$ cat src/rtl/clk_period_meter_if.sv
// Measurement bundle for clk_period_meter: the divided clock under test,
// edge pulses, the period/high-time result with its valid/ready handshake, and status flags.
interface clk_period_meter_if #(
  parameter int CNT_W = 16
);
  logic             sig_in;
  logic             rise_pulse;
  logic             fall_pulse;
  logic [CNT_W-1:0] period;
  logic [CNT_W-1:0] high_time;
  logic             meas_valid;
  logic             meas_ready;
  logic             meas_lost;
  logic             stall;

  modport master (
    input  sig_in,
    input  meas_ready,
    output rise_pulse,
    output fall_pulse,
    output period,
    output high_time,
    output meas_valid,
    output meas_lost,
    output stall
  );

  modport slave (
    output sig_in,
    output meas_ready,
    input  rise_pulse,
    input  fall_pulse,
    input  period,
    input  high_time,
    input  meas_valid,
    input  meas_lost,
    input  stall
  );
endinterface

$ cat src/rtl/clk_period_meter.sv
// Monitors a divided clock in the source domain: flags its edges, measures period and
// high time in source cycles, hands results out over valid/ready and detects a stalled divider.
module clk_period_meter #(
  parameter int CNT_W       = 16,
  parameter int SYNC_STAGES = 0,
  parameter int TIMEOUT     = 1000
) (
  input  logic                i_clk_in,
  input  logic                i_rst,
  clk_period_meter_if.master  io_bus
);

  typedef enum logic [1:0] {
    IDLE = 2'd0,
    HIGH = 2'd1,
    LOW  = 2'd2
  } state_t;

  logic             w_s;
  logic             r_s_q;
  logic             r_rise;
  logic             r_fall;
  logic             w_rise;
  logic             w_fall;

  state_t           r_state;
  state_t           w_state_nxt;
  logic [CNT_W-1:0] r_cnt;
  logic [CNT_W-1:0] w_cnt_nxt;
  logic [CNT_W-1:0] w_cnt_inc;
  logic [CNT_W-1:0] r_hcnt;
  logic [CNT_W-1:0] w_hcnt_nxt;
  logic             w_timeout;
  logic             w_new_meas;
  logic [CNT_W-1:0] w_meas_high;
  logic             w_stall_set;

  logic [CNT_W-1:0] r_period;
  logic [CNT_W-1:0] r_high_time;
  logic             r_valid;
  logic             r_lost;
  logic             r_stall;
  logic             w_xfer;
  logic             w_drop;
  logic             w_load;

  generate
    if (SYNC_STAGES == 0) begin : g_nosync
      assign w_s = io_bus.sig_in;
    end else begin : g_sync
      logic [SYNC_STAGES-1:0] r_sync;
      always_ff @(posedge i_clk_in) begin
        if (i_rst) begin
          r_sync <= '0;
        end else begin
          r_sync[0] <= io_bus.sig_in;
          for (int k = 1; k < SYNC_STAGES; k++) begin
            r_sync[k] <= r_sync[k-1];
          end
        end
      end
      assign w_s = r_sync[SYNC_STAGES-1];
    end
  endgenerate

  assign w_rise = w_s & ~r_s_q;
  assign w_fall = ~w_s & r_s_q;

  always_ff @(posedge i_clk_in) begin
    if (i_rst) begin
      r_s_q  <= 1'b0;
      r_rise <= 1'b0;
      r_fall <= 1'b0;
    end else begin
      r_s_q  <= w_s;
      r_rise <= w_rise;
      r_fall <= w_fall;
    end
  end

  assign w_cnt_inc = (r_cnt == '1) ? r_cnt : r_cnt + CNT_W'(1);
  assign w_timeout = (r_cnt == CNT_W'(TIMEOUT));

  always_ff @(posedge i_clk_in) begin
    if (i_rst) begin
      r_state <= IDLE;
      r_cnt   <= '0;
      r_hcnt  <= '0;
    end else begin
      r_state <= w_state_nxt;
      r_cnt   <= w_cnt_nxt;
      r_hcnt  <= w_hcnt_nxt;
    end
  end

  // A rise always wins: it closes the running period before any timeout is considered.
  always_comb begin
    w_state_nxt = r_state;
    w_cnt_nxt   = r_cnt;
    w_hcnt_nxt  = r_hcnt;
    w_new_meas  = 1'b0;
    w_meas_high = r_hcnt;
    w_stall_set = 1'b0;
    case (r_state)
      IDLE: begin
        if (w_rise) begin
          w_state_nxt = HIGH;
          w_cnt_nxt   = CNT_W'(1);
        end
      end
      HIGH: begin
        if (w_rise) begin
          w_new_meas  = 1'b1;
          w_meas_high = r_cnt;
          w_hcnt_nxt  = r_cnt;
          w_cnt_nxt   = CNT_W'(1);
        end else if (w_timeout) begin
          w_state_nxt = IDLE;
          w_stall_set = 1'b1;
        end else if (w_fall) begin
          w_hcnt_nxt  = r_cnt;
          w_state_nxt = LOW;
          w_cnt_nxt   = w_cnt_inc;
        end else begin
          w_cnt_nxt   = w_cnt_inc;
        end
      end
      LOW: begin
        if (w_rise) begin
          w_new_meas  = 1'b1;
          w_state_nxt = HIGH;
          w_cnt_nxt   = CNT_W'(1);
        end else if (w_timeout) begin
          w_state_nxt = IDLE;
          w_stall_set = 1'b1;
        end else begin
          w_cnt_nxt   = w_cnt_inc;
        end
      end
      default: begin
        w_state_nxt = IDLE;
      end
    endcase
  end

  assign w_xfer = r_valid & io_bus.meas_ready;
  assign w_drop = w_new_meas & r_valid & ~w_xfer;
  assign w_load = w_new_meas & ~w_drop;

  // Result registers only change on a load, so they stay stable while valid is held.
  always_ff @(posedge i_clk_in) begin
    if (i_rst) begin
      r_period    <= '0;
      r_high_time <= '0;
      r_valid     <= 1'b0;
      r_lost      <= 1'b0;
      r_stall     <= 1'b0;
    end else begin
      if (w_load) begin
        r_period    <= r_cnt;
        r_high_time <= w_meas_high;
        r_valid     <= 1'b1;
      end else if (w_xfer) begin
        r_valid     <= 1'b0;
      end
      if (w_drop) begin
        r_lost <= 1'b1;
      end else if (w_xfer) begin
        r_lost <= 1'b0;
      end
      if (w_rise) begin
        r_stall <= 1'b0;
      end else if (w_stall_set) begin
        r_stall <= 1'b1;
      end
    end
  end

  assign io_bus.rise_pulse = r_rise;
  assign io_bus.fall_pulse = r_fall;
  assign io_bus.period     = r_period;
  assign io_bus.high_time  = r_high_time;
  assign io_bus.meas_valid = r_valid;
  assign io_bus.meas_lost  = r_lost;
  assign io_bus.stall      = r_stall;

endmodule

$ cat src/flat_wrapper.sv
// flat-port wrapper written by rule: the top's interface ports become plain ports
module clk_period_meter_flat 
#(
  parameter int CNT_W       = 16,
  parameter int SYNC_STAGES = 0,
  parameter int TIMEOUT     = 1000
)
  (i_clk_in, i_rst, io_bus_sig_in, io_bus_meas_ready, io_bus_rise_pulse, io_bus_fall_pulse, io_bus_period, io_bus_high_time, io_bus_meas_valid, io_bus_meas_lost, io_bus_stall);
  clk_period_meter_if #(.CNT_W(CNT_W)) io_bus_i ();
  input  logic i_clk_in;
  input  logic i_rst;
  input wire logic [$bits(io_bus_i.sig_in)-1:0] io_bus_sig_in;
  input wire logic [$bits(io_bus_i.meas_ready)-1:0] io_bus_meas_ready;
  output wire logic [$bits(io_bus_i.rise_pulse)-1:0] io_bus_rise_pulse;
  output wire logic [$bits(io_bus_i.fall_pulse)-1:0] io_bus_fall_pulse;
  output wire logic [$bits(io_bus_i.period)-1:0] io_bus_period;
  output wire logic [$bits(io_bus_i.high_time)-1:0] io_bus_high_time;
  output wire logic [$bits(io_bus_i.meas_valid)-1:0] io_bus_meas_valid;
  output wire logic [$bits(io_bus_i.meas_lost)-1:0] io_bus_meas_lost;
  output wire logic [$bits(io_bus_i.stall)-1:0] io_bus_stall;
  assign io_bus_i.sig_in = io_bus_sig_in;
  assign io_bus_i.meas_ready = io_bus_meas_ready;
  assign io_bus_rise_pulse = io_bus_i.rise_pulse;
  assign io_bus_fall_pulse = io_bus_i.fall_pulse;
  assign io_bus_period = io_bus_i.period;
  assign io_bus_high_time = io_bus_i.high_time;
  assign io_bus_meas_valid = io_bus_i.meas_valid;
  assign io_bus_meas_lost = io_bus_i.meas_lost;
  assign io_bus_stall = io_bus_i.stall;
  clk_period_meter #(.CNT_W(CNT_W), .SYNC_STAGES(SYNC_STAGES), .TIMEOUT(TIMEOUT)) u_core (.i_clk_in(i_clk_in), .i_rst(i_rst), .io_bus(io_bus_i));
endmodule
$ cat config.mk
export PLATFORM = sky130hd
export DESIGN_NAME = clk_period_meter_flat
export DESIGN_NICKNAME = d
export VERILOG_FILES = /design/src/rtl/clk_period_meter_if.sv /design/src/rtl/clk_period_meter.sv /design/src/flat_wrapper.sv
export SDC_FILE = /design/constraint.sdc
export NUM_CORES = 1
export LEC_CHECK = 0
export CORE_MARGIN = 8
export CORE_UTILIZATION = 65
export DETAILED_ROUTE_END_ITERATION = 8
export DONT_BUFFER_PORTS = 1
export PLACE_DENSITY = 0.79
export SYNTH_ARGS = -nofsm -noshare
export SYNTH_HDL_FRONTEND = slang
export SYNTH_SLANG_ARGS = --single-unit
$ cat constraint.sdc
create_clock -name i_clk_in -period 5.84 [get_ports i_clk_in]
set_input_delay 0.584 -clock i_clk_in [delete_from_list [all_inputs] [get_ports i_clk_in]]
set_output_delay 0.584 -clock i_clk_in [all_outputs]
set_load 0.005 [all_outputs]
## Word level (Yosys, flattened, before mapping)

Index checks and enable logic that the tools add are counted.

| storage, ports and cells | value |
|---|---|
| flip-flop bits (word level) | 72 |
| latch bits | 0 |
| memories kept | 0 |
| ROM bits | 0 |
| RAM bits | 0 |
| output and inout bits | 37 |

| cells by class | value |
|---|---|
| add/sub/neg operators | 1 |
| order comparisons | 0 |
| div/mod/pow operators | 0 |
| reductions and logical operators | 10 |
| shift-type cells | 0 |
| eq/ne operators | 11 |
| muxes and demuxes | 25 |
| multipliers | 0 |
| bitwise gates (word level) | 10 |

Operator list:

| kind | number |
|---|---|
| $mux W16 | 9 |
| $pmux W16 S2 | 1 |
| $add A16 B1 Y16 const B | 1 |
| $eq A16 B10 Y1 const B | 1 |
| $eq A16 B16 Y1 const B | 1 |
| $mux W2 | 6 |
| $mux W1 | 8 |
| $reduce_and A4 Y1 | 2 |
| $reduce_bool A2 Y1 | 4 |
| $and A1 B1 Y1 | 6 |
| $ne A3 B1 Y1 const B | 2 |
| $ne A3 B2 Y1 const B | 2 |
| $pmux W2 S3 | 1 |
| $ne A2 B1 Y1 const B | 2 |
| $not A1 Y1 | 4 |
| $reduce_or A2 Y1 | 2 |
| $reduce_and A3 Y1 | 1 |
| $eq A2 B1 Y1 const B | 1 |
| $eq A2 B2 Y1 const B | 1 |
| $logic_not A2 Y1 | 1 |
| $ne A2 B2 Y1 const B | 1 |

## Logic depth before layout (Yosys ltp)

Gate-level depths: netlist (run 1).

| logic depth | value |
|---|---|
| word-level depth | 9 |
| gate-level depth with buffers | 9 |
| gate-level depth less buffers | 7 |

## Worst setup path before layout (run 1)

OpenSTA, ideal clock, no wires.

| timing path | value |
|---|---|
| path type | in2reg |
| from | in io_bus_sig_in |
| to | reg u_core.r_cnt[11] |
| path buffers | 2 |
| arrival | 2.125 ns |
| required time | 5.783 ns |
| stages | 8 |
| path slack | 3.658 ns |
| cells stage by stage | ha_1 buf_6 nand2b_4 buf_6 or3_4 a2111oi_4 nor3b_2 a21o_1 |

| between the ends | value |
|---|---|
| longest elaborated chain between the ends | 3 |
| elaborated cells between the ends (all ways) | 7 |
| classes of those cells | 3 x eq/ne; 2 x mux; 1 x bitwise; 1 x reduce/logical |

RTL lines:

| element | line | RTL |
|---|---|---|
| start: declaration | flat_wrapper.sv:12 | `input wire logic [$bits(io_bus_i.sig_in)-1:0] io_bus_sig_in;` |
| $and A1 B1 Y1 * | clk_period_meter.sv:66 | `assign w_rise = w_s & ~r_s_q;` |
| $ne A3 B2 Y1 (no source line) (tied with other cells) | -- |  |
| $reduce_and A4 Y1 (no source line) / $pmux W16 S2 (equally long branches) | -- |  |
| end signal: assignment | clk_period_meter.sv:91 | `r_cnt <= w_cnt_nxt;` |
| end: declaration | clk_period_meter.sv:28 | `logic [CNT_W-1:0] r_cnt;` |

Mark *: on every way between the ends. The rest lies on a longest branch, timed or not.
A chain may end at the register's enable or synchronous reset.

## Worst setup path after layout (run 1)

| timing path | value |
|---|---|
| from | reg u_core.r_s_q |
| to | reg u_core.r_state[1] |

| between the ends | value |
|---|---|
| longest elaborated chain between the ends | 4 |
| elaborated cells between the ends (all ways) | 10 |
| classes of those cells | 4 x eq/ne; 2 x mux; 3 x bitwise; 1 x reduce/logical |

RTL lines:

| element | line | RTL |
|---|---|---|
| start: declaration | clk_period_meter.sv:20 | `logic r_s_q;` |
| start signal: assignment | clk_period_meter.sv:75 | `r_s_q <= w_s;` |
| $not A1 Y1 * | clk_period_meter.sv:66 |  |
| $and A1 B1 Y1 * | clk_period_meter.sv:66 |  |
| named net u_core.w_rise | clk_period_meter.sv:23 | `logic w_rise;` |
| $ne A3 B1 Y1 (no source line) (tied with other cells) | -- |  |
| $reduce_and A4 Y1 (no source line) / $pmux W2 S3 (equally long branches) | -- |  |
| end signal: assignment | clk_period_meter.sv:90 | `r_state <= w_state_nxt;` |
| end: declaration | clk_period_meter.sv:26 | `state_t r_state;` |

Mark *: on every way through the listed nets, which the timed path passes. The rest lies on a longest branch.

==> results of run 1 <==
## worst max-delay path: cells and delay by family (launching register included)
kind | cells | cell delay (ns)
and+or+nand+nor | 2 | 0.87
AOI/OAI and AO/OA | 3 | 0.49
buffers and inverters | 1 | 0.05
DFF | 1 | 0.32
adders and majority gates | 1 | 0.86
## stage by stage
step                hold slack, ns  power (uW)
finish                       0.310        1190
global route                 0.296        1260
CTS                          0.297        1200
detailed placement           0.453         815
global placement             0.437         807
floorplan                    0.437         779
## metal layers
layer / GRT usage (%) / part of all wire (%)
met5: 0 / 0
met4: 9.53 / 1.8
met3: 4.97 / 7.7
met2: 35.8 / 49
met1: 25.2 / 42
## cell type report
cell class	instances	area, um2
tap	70	87.6
sequential	72	1440
clock buffer	11	151
timing repair buffer	1	7.51
inverter	11	41.3
fill	415	1580
clock inverter	3	42.5
multi-input combinational	275	1690
## cell families after synthesis
kind of cell	count (synthesis)	synth area share, %
compound gates	89	18.9
fa+ha+maj	8	2.98
buf+inv	47	6.84
flops	72	42.9
mux	14	4.17
simple gates	164	24.3
## flip-flops by register name (all words and copies together), names as in the netlist
signal / flops
u_core.io_bus.high_time: 16
u_core.io_bus.period: 16
u_core.r_cnt: 16
u_core.r_hcnt: 16
u_core.r_state: 2
u_core.io_bus.fall_pulse: 1
u_core.io_bus.meas_lost: 1
u_core.io_bus.meas_valid: 1
u_core.io_bus.rise_pulse: 1
u_core.io_bus.stall: 1
u_core.r_s_q: 1
## worst paths after layout
| kind | startpoint | end | slack (ns) | cells after the start |
|---|---|---|---|---|
| setup reg to reg | u_core.r_s_q | u_core.r_state[1] | 3.17 | 7 |
| setup / recovery | u_core.r_s_q | u_core.r_state[1] | 3.17 | 7 |
| hold / removal | i_rst | u_core.io_bus.high_time[2] | 0.31 | 1 |
| hold reg to reg | u_core.r_hcnt[11] | u_core.r_hcnt[11] | 0.47 | 2 |
## layout by cell type (no fill, tap or decap), drive strengths merged, types with 4 or more instances in the layout
cell	count
a21oi	37
a311oi	21
a31oi	4
a41oi	5
clkbuf	11
dfxtp	72
ha	8
inv	11
mux2i	14
nand2	62
nand2b	6
nand3	24
nand4	6
nor2	41
nor3	6
o21ai	11
## where the power goes
group          internal (uW)  switching (uW)
logic                   84.5             157
registers                527            35.1
clock network            215             172
==> impl_metrics.tcl, run 1 <==
set metrics [dict create \
    status "finished, final reports clean" \
    rsz0062_at_grt "false" \
    placed_area_mm2 0.00327 \
    hold_viol 0 \
    cts_sinks 72 \
    cp_max_fo 28 \
    yosysTopAreaCell "dfxtp_1" \
    drt_first_pass_iters 4 \
    setup_viol_count_final 0 \
    cts_root_buf "clkbuf_8" \
    leakagePower_uw 0.00119 \
    drive_above_1_share_pct 7.77 \
    synth-edff-count 0 \
    path_clk_slew_ns 0.07 \
    drc_errors 0 \
    fin_util_pct 68.7 \
    final_cell_area_mm2 0.00347 \
    cts_tree "done" \
    period_needed_ns 2.67 \
    crit_slowest_cell "ha_1" \
    ys_top_cells_by_area "dfxtp_1 43%, nand2_1 6.9%, a21oi_1 5.4%" \
    wl_per_cell_um 17.6 \
    core_mm2 0.00504 \
    drtIter0Drc 224 \
    grt.total_usage_pct 21.4 \
    clock_latency_ns 0.34 \
    cts_max_level 3 \
    antenna_left 0 \
    synth_seq_cells 72 \
    fin_cells 443 \
    ios 41 \
    cts_resized 0 \
    finalClockSkew_ns 0.00760 \
    hp-class "in2reg" \
    async_reset_ff_share_pct 0 \
    cts_buffer_depth 2 \
    ys_types 49 \
    ys_warn_count 0 \
    synthFlopType "dfxtp_1" \
    place_hpwl_um 5170 \
    antenna_cells 0 \
    power.density_mw_per_mm2 344 \
    crit_chain "inv_1 > ha_1 > nand2_1 > o21ai_0 > a311oi_2 > nand2b_1 > a21oi_1" \
    rows 26 \
    crit_arrival_ns 2.94 \
    die_y_um 87.9 \
    start_kind "register" \
    placedCellCount 429 \
    setup_tns_ns 0 \
    dp_slack_ns 2.98 \
    synth_nets 406 \
    gp_congestion 0.957 \
    ys_seq_area_share_pct 42.9 \
    synthCells 394 \
    cts_setup_buffers 0 \
    netlist.area_leader.share_pct 42.9 \
    required_ns 6.11 \
    worstSetupEndpointType "register" \
    slowest_delay_ns 0.86 \
    finalCritPeriodShare_pct 45.7 \
    grt_pass1_wl_um 12900 \
    critPathKind "reg2reg" \
    slew_headroom_pct 28.0 \
    ys_top_cells_by_count "72 x dfxtp_1, 62 x nand2_1, 41 x nor2_1" \
    routed_wl_um 7780 \
    tightest_slew_ns 1.08 \
    die_area_mm2 0.00773 \
    syn-mean-instance-area_um2 8.54 \
    antenna_found_initial 0 \
    ir_drop_mv 0.163 \
    nets 382 \
    initial_core_util_pct 66.7 \
    cts_hold_buffers 0 \
    vias 2783 \
    grt_pass1_vias 2656 \
    worst_slack_ns 3.17 \
    synthMostInstantiatedCell "dfxtp_1" \
    drv_slew 0 \
    grt_overflow 0 \
    grt_max_degree 74 \
    cts_made_buffers 9 \
    viasPerCell 6.28 \
    synth_area_mm2 0.00336 \
    numPortBuffers 0 \
    timing.fmax_ghz 0.375 \
    die_x_um 87.9 \
    maxCapViolCount 0 \
    syn_to_final_growth_pct 3.05 \
]
No activity file was read; power rests on OpenSTA's default activity.
==> run 2: changes to the inputs <==
--- a/config.mk
+++ b/config.mk
@@ -6,10 +6,10 @@
 export NUM_CORES = 1
 export LEC_CHECK = 0
 export CORE_MARGIN = 8
-export CORE_UTILIZATION = 65
+export CORE_UTILIZATION = 57
 export DETAILED_ROUTE_END_ITERATION = 8
 export DONT_BUFFER_PORTS = 1
-export PLACE_DENSITY = 0.79
+export PLACE_DENSITY = 0.73
 export SYNTH_ARGS = -nofsm -noshare
 export SYNTH_HDL_FRONTEND = slang
 export SYNTH_SLANG_ARGS = --single-unit
==> constraint.sdc (replaced) <==
create_clock -name i_clk_in -period 2.2 [get_ports i_clk_in]
set_input_delay 0.22 -clock i_clk_in [delete_from_list [all_inputs] [get_ports i_clk_in]]
set_output_delay 0.22 -clock i_clk_in [all_outputs]
set_load 0.005 [all_outputs]
==> run 2 against run 1 <==
  * Utilization fell by 5.8 points
  * Clock power rose to 2.6 times the previous value
  * Routed wire length rose by 4.1%
  * Register-to-register slack got worse by 3.0 ns
  * Clock-buffer cell count did not move
  * First-iteration DRC count fell by 17%
  * Worst setup slack got worse by 3.0 ns
  * Highest routed layer unchanged
==> impl_metrics.tcl, run 2 (synthesized netlist as in run 1, its figures left out) <==
set metrics [dict create \
    required_ns 2.45 \
    power.internal_uw 2240 \
    cts_tree "done" \
    fin_util_pct 63.0 \
    hold_viol 0 \
    worstSetupEndpointType "register" \
    p_comb_share_pct 23.5 \
    setup_viol_count_final 0 \
    clock_latency_ns 0.34 \
    mostFrequentLayoutCell "dfxtp_1" \
    pwr-share-clk_pct 30.9 \
    worst_slack_ns 0.131 \
    grt_overflow 0 \
    fin_cells 467 \
    cts_max_level 3 \
    critPathKind "reg2reg" \
    vias 2827 \
    grt_max_degree 69 \
    nets 401 \
    finalClockSkew_ns 0.00984 \
    drtIter0Drc 186 \
    power.density_mw_per_mm2 894 \
    final_cell_area_mm2 0.00366 \
    placed_area_mm2 0.00344 \
    met1_usage_pct 24.6 \
    rsz0062_at_grt "false" \
    wl_per_cell_um 17.3 \
    ios 41 \
    mostFrequentLayoutCells "72 x dfxtp_1, 62 x nand2_1, 41 x nor2_1, 36 x a21oi_1, 24 x nand3_1" \
    start_kind "register" \
    antenna_found_initial 0 \
    grt_pass1_wl_um 13400 \
    gr-usage-met2_pct 29.8 \
    crit_chain "inv_1 > ha_2 > nand2b_4 > or3_4 > a21oi_4 > a41oi_1 > a311oi_1" \
    drt_first_pass_iters 5 \
    timing.fmax_ghz 0.483 \
    gp_congestion 0.924 \
    ir_drop_mv 0.471 \
    grt_use_met3_pct 5.26 \
    antenna_left 0 \
    drive_above_1_share_pct 12.0 \
    power_frac_seq_pct 45.6 \
    setup_tns_ns 0 \
    cts_made_buffers 9 \
    die_y_um 92.8 \
    placedCellCount 451 \
    gr-max-usage-layer "met2" \
    viasPerCell 6.05 \
    routed_wl_um 8100 \
    crit_slowest_cell "ha_2" \
    grt_pass1_vias 2671 \
    finalCritPeriodShare_pct 94.0 \
    hp-class "in2reg" \
    swShare_pct 31.6 \
    core_mm2 0.00582 \
    slew_headroom_pct 58.7 \
    maxCapViolCount 0 \
    p_sw_uw 1030 \
    die_area_mm2 0.00861 \
    multi_input_area_mm2 0.00170 \
    numPortBuffers 0 \
    path_clk_slew_ns 0.07 \
    drv_slew 0 \
    cts_sinks 72 \
    regArea_mm2 0.00144 \
    tightest_slew_ns 0.617 \
    slowest_delay_ns 0.40 \
    fillCellCount 497 \
    period_needed_ns 2.07 \
    crit_arrival_ns 2.32 \
    initial_core_util_pct 57.8 \
    grt.total_usage_pct 19.4 \
    die_x_um 92.8 \
    leakagePower_uw 0.00131 \
    cts_setup_buffers 0 \
    drc_errors 0 \
    dp_slack_ns 0.118 \
    cts_root_buf "clkbuf_8" \
    cp_max_fo 10 \
    rows 28 \
    syn_to_final_growth_pct 8.85 \
    antenna_cells 0 \
    status "finished, final reports clean" \
    cts_buffer_depth 2 \
    place_hpwl_um 5440 \
]
-- run 2: layout make-up --
class | instances | area share [%]
multi-input cells | 275 | 46.5
inverters | 11 | 1.13
repair buffers | 20 | 5.40
well taps | 75 | 2.56
clock buffers | 11 | 3.86
clock inverters | 3 | 1.20
flip-flops and latches | 72 | 39.4
-- run 2: worst paths after layout --
kind / cells after the start / startpoint / slack, ns / end
worst max-delay path: 7 / u_core.r_state[1] / 0.13 / u_core.r_cnt[10]
worst min-delay path: 2 / io_bus_sig_in / 0.02 / u_core.r_s_q
worst max register to register: 7 / u_core.r_state[1] / 0.13 / u_core.r_cnt[10]
worst min register to register: 2 / u_core.r_hcnt[11] / 0.46 / u_core.r_hcnt[11]
-- run 2: metal layers --
metal	share of wire, %	vias to the layer above
li1	-	1379
met1	45	1335
met2	46	93
met3	5.9	20
met4	2.6	0
met5	0	-
-- run 2: repair_timing --
action	4_1_cts	5_1_grt
endpoints found under the setup margin	0	1
hold buffers	2	0
resized for setup	0	1
hold endpoints to repair	68	0
-- run 2: power by group through the flow --
stage                     Combinational, uW  Clock (uW)  Sequential [uW]
after CTS                               761        1030             1500
after detailed placement                734           0             1530
after floorplan                         584           0             1480
after global routing                    849        1080             1510
final                                   770        1010             1490
after global placement                  720           0             1520
-- run 2: worst max-delay path: cells and delay by family, from the launching register on --
kind	cells	cell delay (ns)
adder cells (fa/ha/maj)	1	0.40
AND/OR/NAND/NOR	2	0.48
AO/OA/AOI/OAI	3	0.63
flip-flops	1	0.38
buffers and inverters	1	0.09
-- run 2: stage by stage --
stage / total power, uW / hold WS (ns)
finish: 3270 / 0.0215
global route: 3440 / 0.0288
CTS: 3280 / 0.00718
detailed placement: 2260 / 0.300
global placement: 2240 / 0.298
floorplan: 2070 / 0.321
==> run 3: changes to the inputs <==
--- a/config.mk
+++ b/config.mk
@@ -7,6 +7,7 @@
 export LEC_CHECK = 0
 export CORE_MARGIN = 8
 export CORE_UTILIZATION = 57
+export CTS_CLUSTER_DIAMETER = 120
 export DETAILED_ROUTE_END_ITERATION = 8
 export DONT_BUFFER_PORTS = 1
 export PLACE_DENSITY = 0.73
==> results of run 3 <==
Same layout as run 2: the final DEF is identical, and so are final timing and power.
